==> src/rtl/drive_pkg.sv <==
// Shared encodings and default timing for the drive pause sequencer.
package drive_pkg;

    // Sequencer phase encoding
    typedef enum logic [1:0] {
        ST_STOP  = 2'd0,
        ST_CREEP = 2'd1,
        ST_RUN   = 2'd2
    } state_t;

    // Default phase lengths: 0.75 s each at 100 MHz
    localparam int unsigned STOP_CYC_DEF   = 75_000_000;
    localparam int unsigned RESUME_CYC_DEF = 75_000_000;
    localparam int unsigned CNT_W_DEF      = 28;

    // Width of the saturating stop-event counter
    localparam int unsigned STOP_CNT_W = 8;

endpackage

==> src/rtl/sync_2ff.sv <==
// Two-flop synchronizer for a bus of independent level signals.
module sync_2ff #(
    parameter int unsigned W = 1
) (
    input  logic         clk,
    input  logic         rst_n,
    input  logic [W-1:0] d,
    output logic [W-1:0] q
);

    logic [W-1:0] meta;

    // Two-stage capture of asynchronous levels
    always_ff @(posedge clk or negedge rst_n) begin
        if (!rst_n) begin
            meta <= '0;
            q    <= '0;
        end else begin
            meta <= d;
            q    <= meta;
        end
    end

endmodule

==> src/rtl/drive_pause_sequencer.sv <==
// Drive-train stop/resume sequencer: masked stop requests force a timed full
// stop, followed by a timed creep phase before returning to normal run.
// Optional macro DRIVE_PAUSE_LATCH_EN: the stop phase is held after its timer
// expires until an operator manual_clear pulse releases it.
module drive_pause_sequencer
    import drive_pkg::*;
#(
    parameter int unsigned NUM_SRC    = 4,
    parameter int unsigned STOP_CYC   = STOP_CYC_DEF,
    parameter int unsigned RESUME_CYC = RESUME_CYC_DEF,
    parameter int unsigned CNT_W      = CNT_W_DEF
) (
    input  logic                         clk,
    input  logic                         rst_n,
    input  logic [NUM_SRC-1:0]           stop_req,
    input  logic [NUM_SRC-1:0]           src_mask,
    input  logic                         manual_clear,
    output logic                         enable,
    output logic                         pause,
    output logic [$clog2(NUM_SRC)-1:0]   cause,
    output logic                         cause_valid,
    output logic [STOP_CNT_W-1:0]        stop_count
);

    localparam int unsigned CAUSE_W = $clog2(NUM_SRC);
    localparam logic [CNT_W-1:0] STOP_LAST   = CNT_W'(STOP_CYC - 1);
    localparam logic [CNT_W-1:0] RESUME_LAST = CNT_W'(RESUME_CYC - 1);

    logic [NUM_SRC-1:0]    sync_req;
    logic [NUM_SRC-1:0]    act;
    logic                  any_act;
    logic [CAUSE_W-1:0]    winner;

    state_t                state_q, state_d;
    logic [CNT_W-1:0]      timer_q, timer_d;
    logic                  enable_d, pause_d;
    logic [CAUSE_W-1:0]    cause_d;
    logic                  cause_valid_d;
    logic [STOP_CNT_W-1:0] stop_count_d;
    logic [STOP_CNT_W-1:0] stop_count_inc;

    sync_2ff #(
        .W (NUM_SRC)
    ) u_req_sync (
        .clk   (clk),
        .rst_n (rst_n),
        .d     (stop_req),
        .q     (sync_req)
    );

    assign act     = sync_req & src_mask;
    assign any_act = |act;

    assign stop_count_inc = (stop_count == '1) ? stop_count
                                               : stop_count + STOP_CNT_W'(1);

`ifndef DRIVE_PAUSE_LATCH_EN
    logic unused_manual_clear;
    assign unused_manual_clear = manual_clear;
`endif

    // Lowest-index active source wins
    always_comb begin
        winner = '0;
        for (int i = int'(NUM_SRC) - 1; i >= 0; i--) begin
            if (act[i]) begin
                winner = CAUSE_W'(i);
            end
        end
    end

    // Next-state, timer and status; outputs decoded from the next state
    always_comb begin
        state_d       = state_q;
        timer_d       = timer_q;
        cause_d       = cause;
        cause_valid_d = cause_valid;
        stop_count_d  = stop_count;

        case (state_q)
            ST_RUN: begin
                if (any_act) begin
                    state_d       = ST_STOP;
                    timer_d       = '0;
                    cause_d       = winner;
                    cause_valid_d = 1'b1;
                    stop_count_d  = stop_count_inc;
                end
            end
            ST_STOP: begin
                if (any_act) begin
                    timer_d = '0;
                end else if (timer_q == STOP_LAST) begin
`ifdef DRIVE_PAUSE_LATCH_EN
                    if (manual_clear) begin
                        state_d = ST_CREEP;
                        timer_d = '0;
                    end
`else
                    state_d = ST_CREEP;
                    timer_d = '0;
`endif
                end else begin
                    timer_d = timer_q + CNT_W'(1);
                end
            end
            ST_CREEP: begin
                if (any_act) begin
                    state_d       = ST_STOP;
                    timer_d       = '0;
                    cause_d       = winner;
                    cause_valid_d = 1'b1;
                    stop_count_d  = stop_count_inc;
                end else if (timer_q == RESUME_LAST) begin
                    state_d = ST_RUN;
                    timer_d = '0;
                end else begin
                    timer_d = timer_q + CNT_W'(1);
                end
            end
            default: begin
                state_d = ST_STOP;
                timer_d = '0;
            end
        endcase

        enable_d = (state_d != ST_STOP);
        pause_d  = (state_d != ST_RUN);
    end

    // State, timer and registered outputs
    always_ff @(posedge clk or negedge rst_n) begin
        if (!rst_n) begin
            state_q     <= ST_STOP;
            timer_q     <= '0;
            enable      <= 1'b0;
            pause       <= 1'b1;
            cause       <= '0;
            cause_valid <= 1'b0;
            stop_count  <= '0;
        end else begin
            state_q     <= state_d;
            timer_q     <= timer_d;
            enable      <= enable_d;
            pause       <= pause_d;
            cause       <= cause_d;
            cause_valid <= cause_valid_d;
            stop_count  <= stop_count_d;
        end
    end

endmodule

==> config.mk <==
export PLATFORM = sky130hd
export DESIGN_NAME = drive_pause_sequencer
export DESIGN_NICKNAME = d
export VERILOG_FILES = /design/src/rtl/drive_pkg.sv /design/src/rtl/sync_2ff.sv /design/src/rtl/drive_pause_sequencer.sv
export SDC_FILE = /design/constraint.sdc
export NUM_CORES = 1
export LEC_CHECK = 0
export CAP_MARGIN = 20
export CORE_MARGIN = 3
export CORE_UTILIZATION = 57
export DETAILED_ROUTE_END_ITERATION = 8
export GPL_TIMING_DRIVEN = 0
export PLACE_DENSITY_LB_ADDON = 0.2
export SYNTH_ARGS = -nofsm -noshare
export SYNTH_HDL_FRONTEND = slang
export SYNTH_SLANG_ARGS = --single-unit
==> constraint.sdc <==
create_clock -name clk -period 2.6 [get_ports clk]
set_clock_uncertainty 0.1 [all_clocks]
set_input_delay 0.65 -clock clk [delete_from_list [all_inputs] [get_ports clk]]
set_output_delay 0.65 -clock clk [all_outputs]
set_load 0.1 [all_outputs]
==> results.toml <==
[synth]
yosys_warnings = 0
synth-seq-area-share_pct = 48.6
synth_ff_type = "dfrtp_1"
synth_top_area_cell = "dfrtp_1"
synth_edf_count = 0
synth_most_common_cell = "dfrtp_1"
ys_top_cells_by_area = "dfrtp_1 (48%), xor2_1 (5.7%), nor2_1 (4.4%)"
synthesis.area_um2 = 2630
synth_seq_cells = 51
yosysTopAreaCellShare_pct = 47.6
avgSynthCellArea_um2 = 10.1
postSynthCellCount = 261
ys_top_cells_by_count = "dfrtp_1 (50), nor2_1 (31), nand2_1 (24)"
synth_nets = 278
synthDistinctLibCells = 54
async_flop_share_pct = 100

[worst_setup_path]
path_class = "flop to output port"
slowest_delay_ns = 1.14
cp_cell_sequence = "clkdlybuf4s50_1"
crit_path_start_kind = "flop"
crit_buf_inv = 1
slowest_stage = "clkdlybuf4s50_1"
cp_data_arrival_time_ns = 1.80
cp.required_ns = 1.85
critPathTopFamily = "buffers and inverters"
worstPathMaxFanout = 2
endpoint_kind = "output port"

[timing]
fin_ws_ns = 0.0487
worst_hold_slack_ns = 0.172
min_period_over_period_pct = 98.1
hold_violations = 0
final_max_slew_viol_count = 0
period_needed_ns = 2.55
tightest_slew_ns = 0.966
final.setup.tns_ns = 0
slew_headroom_pct = 35.4
setup_viol = 0
timing.fmax_mhz = 392
rsz0062_at_grt = "false"

[pwr]
p_leak_nw = 1.26
power.density_nw_per_um2 = 657
internal_power_mw = 1.18
switchingPower_mw = 0.800
vdd_drop_max_v = 0.000798
p_clk_share_pct = 22.2
seq_power_share_pct = 46.2
swShare_pct = 40.5
comb_power_share_pct = 31.6

[global_route]
grt_usage_pct = 21.9
grt_overflow_total = 0
first_global_vias = 1971
grt_pass1_wl_um = 9180
grt_max_degree = 35
antenna_found_initial = 0

[routing]
wl_per_cell_um = 15.4
drt_pass1_iterations = 4
postRouteAntennaNets = 0
wirelength_um = 5310
drtIter0Drc = 209
drc = 0
avgViaCountPerCell = 5.88
vias = 2023

[placement]
place_area_um2 = 2930
place_hpwl_um = 3860
detailedPlace.worstSlack_ns = -0.209
gp_congestion = 0.898
io_buffer_count = 22

[layout]
n_antenna_cell = 0
fin_nets = 308
area_delta_synth_final_pct = 14.4
fillers = 328
regArea_um2 = 1280
drive_gt1_share_pct = 11.0
multi_input_area_um2 = 1300
final_area_um2 = 3010
utilization_pct = 68.1

[clocking]
clk_pin_slew_ns = 0.08
tritoncts = "done"
insertion_delay_ns = 0.31
cts_setup_buffers = 0
cts.sinks = 51
cts_hold_buffers = 0
clockRootBuffer = "clkbuf_8"
cts_buffers = 5
cts_max_level = 2
clock_path_buffers = 2

[floorplanning]
io_pins = 24
fp.dieArea_um2 = 5460
dieWidth_um = 73.9
fp.coreArea_um2 = 4410
initial_core_util_pct = 59.6
rows = 24
die_h_um = 73.9

[job]
maxCapViolations = 0

[status]
outcome = "completed"

[min_path]
hp-class = "input pin to async pin"
## timing repair
item / in CTS / in global routing
cloned: 0 / 0
resized for setup: 9 / 2
endpoints found under the hold margin: 0 / 0
setup endpoints to repair: 9 / 3
## kinds of logic (layout without fill, tap and decap cells)
logic type      count (synthesis)  in the layout  synth area share (%)
compound gates                 32             32                  9.28
xor+xnor                       30             30                  10.0
fa+ha+maj                       6              6                  2.86
buf+inv                        14             45                  2.28
flops                          51             51                  48.6
mux                             1              1                 0.571
simple gates                  127            127                  26.4
## per-layer routing
layer | track usage (%) | vias to the layer above | share of wire (%)
met5 | 0 | - | 0
met2 | 32.9 | 50 | 45
met1 | 31.6 | 961 | 49
li1 | - | 1005 | -
met4 | 6.84 | 0 | 1.2
met3 | 5.34 | 7 | 4.5
## per-stage QoR
step / power, mW / std cells
6_report: 1.98 / 344
2_1_floorplan: 1.40 / 261
4_1_cts: 2.00 / 344
3_5_place_dp: 1.58 / 336
3_3_place_gp: 1.57 / 335
5_1_grt: 2.06 / 344
## area by class of cell
class | count | area share, %
Timing Repair Buffer | 23 | 7.53
Sequential cell | 51 | 42.5
Tap cell | 52 | 2.16
Multi-Input combinational cell | 196 | 43.1
Clock buffer | 7 | 2.54
Clock inverter | 1 | 0.166
Buffer | 6 | 0.998
Inverter | 8 | 0.998
## registers in the layout, indices dropped and copies added (netlist names)
signal,flops
state_q,2
cause_valid,1
u_req_sync.meta,4
enable,1
timer_q,28
stop_count,8
cause,2
pause,1
u_req_sync.q,4
## worst reg2reg max path, stage by stage, from the launching register on
cell	delay, ns
dfrtp_1	0.45
inv_1	0.13
ha_1	0.31
inv_1	0.14
nor3_1	0.30
clkbuf_1	0.43
nor3_1	0.16
xnor2_1	0.19
nor2_1	0.05
## power by group through the flow
stage | Sequential (mW) | Combinational [mW] | Clock, mW
2_1_floorplan | 1.29 | 0.110 | 0
3_3_place_gp | 0.928 | 0.643 | 0
3_5_place_dp | 0.930 | 0.650 | 0
4_1_cts | 0.913 | 0.630 | 0.455
5_1_grt | 0.926 | 0.653 | 0.477
6_report | 0.913 | 0.625 | 0.439
## cells in the final DEF, fill, tap and decap left out, drive strengths merged, types with 6 or more instances in the layout
cell and instances:
o21ai 6, xor2 17, and3 7, nand4 15, ha 6, nand2 24, dlygate4sd2 9, clkdlybuf4s50 11
xnor2 13, inv 8, dfrtp 50, clkbuf 10, nand3 17, nor4 8, nor2 31
## final timing paths
check	from	end	slack, ns	cells past startpoint
max	cause[1]	cause[1]	0.05	1
min	rst_n	stop_count[7]	0.17	1
max reg2reg	state_q[0]	timer_q[18]	0.24	8
min reg2reg	u_req_sync.meta[0]	u_req_sync.q[0]	0.26	0
max in group asynchronous	rst_n	u_req_sync.q[1]	1.72	2
min in group clk	u_req_sync.meta[0]	u_req_sync.q[0]	0.26	0
Power figures use the tool's default switching activity.
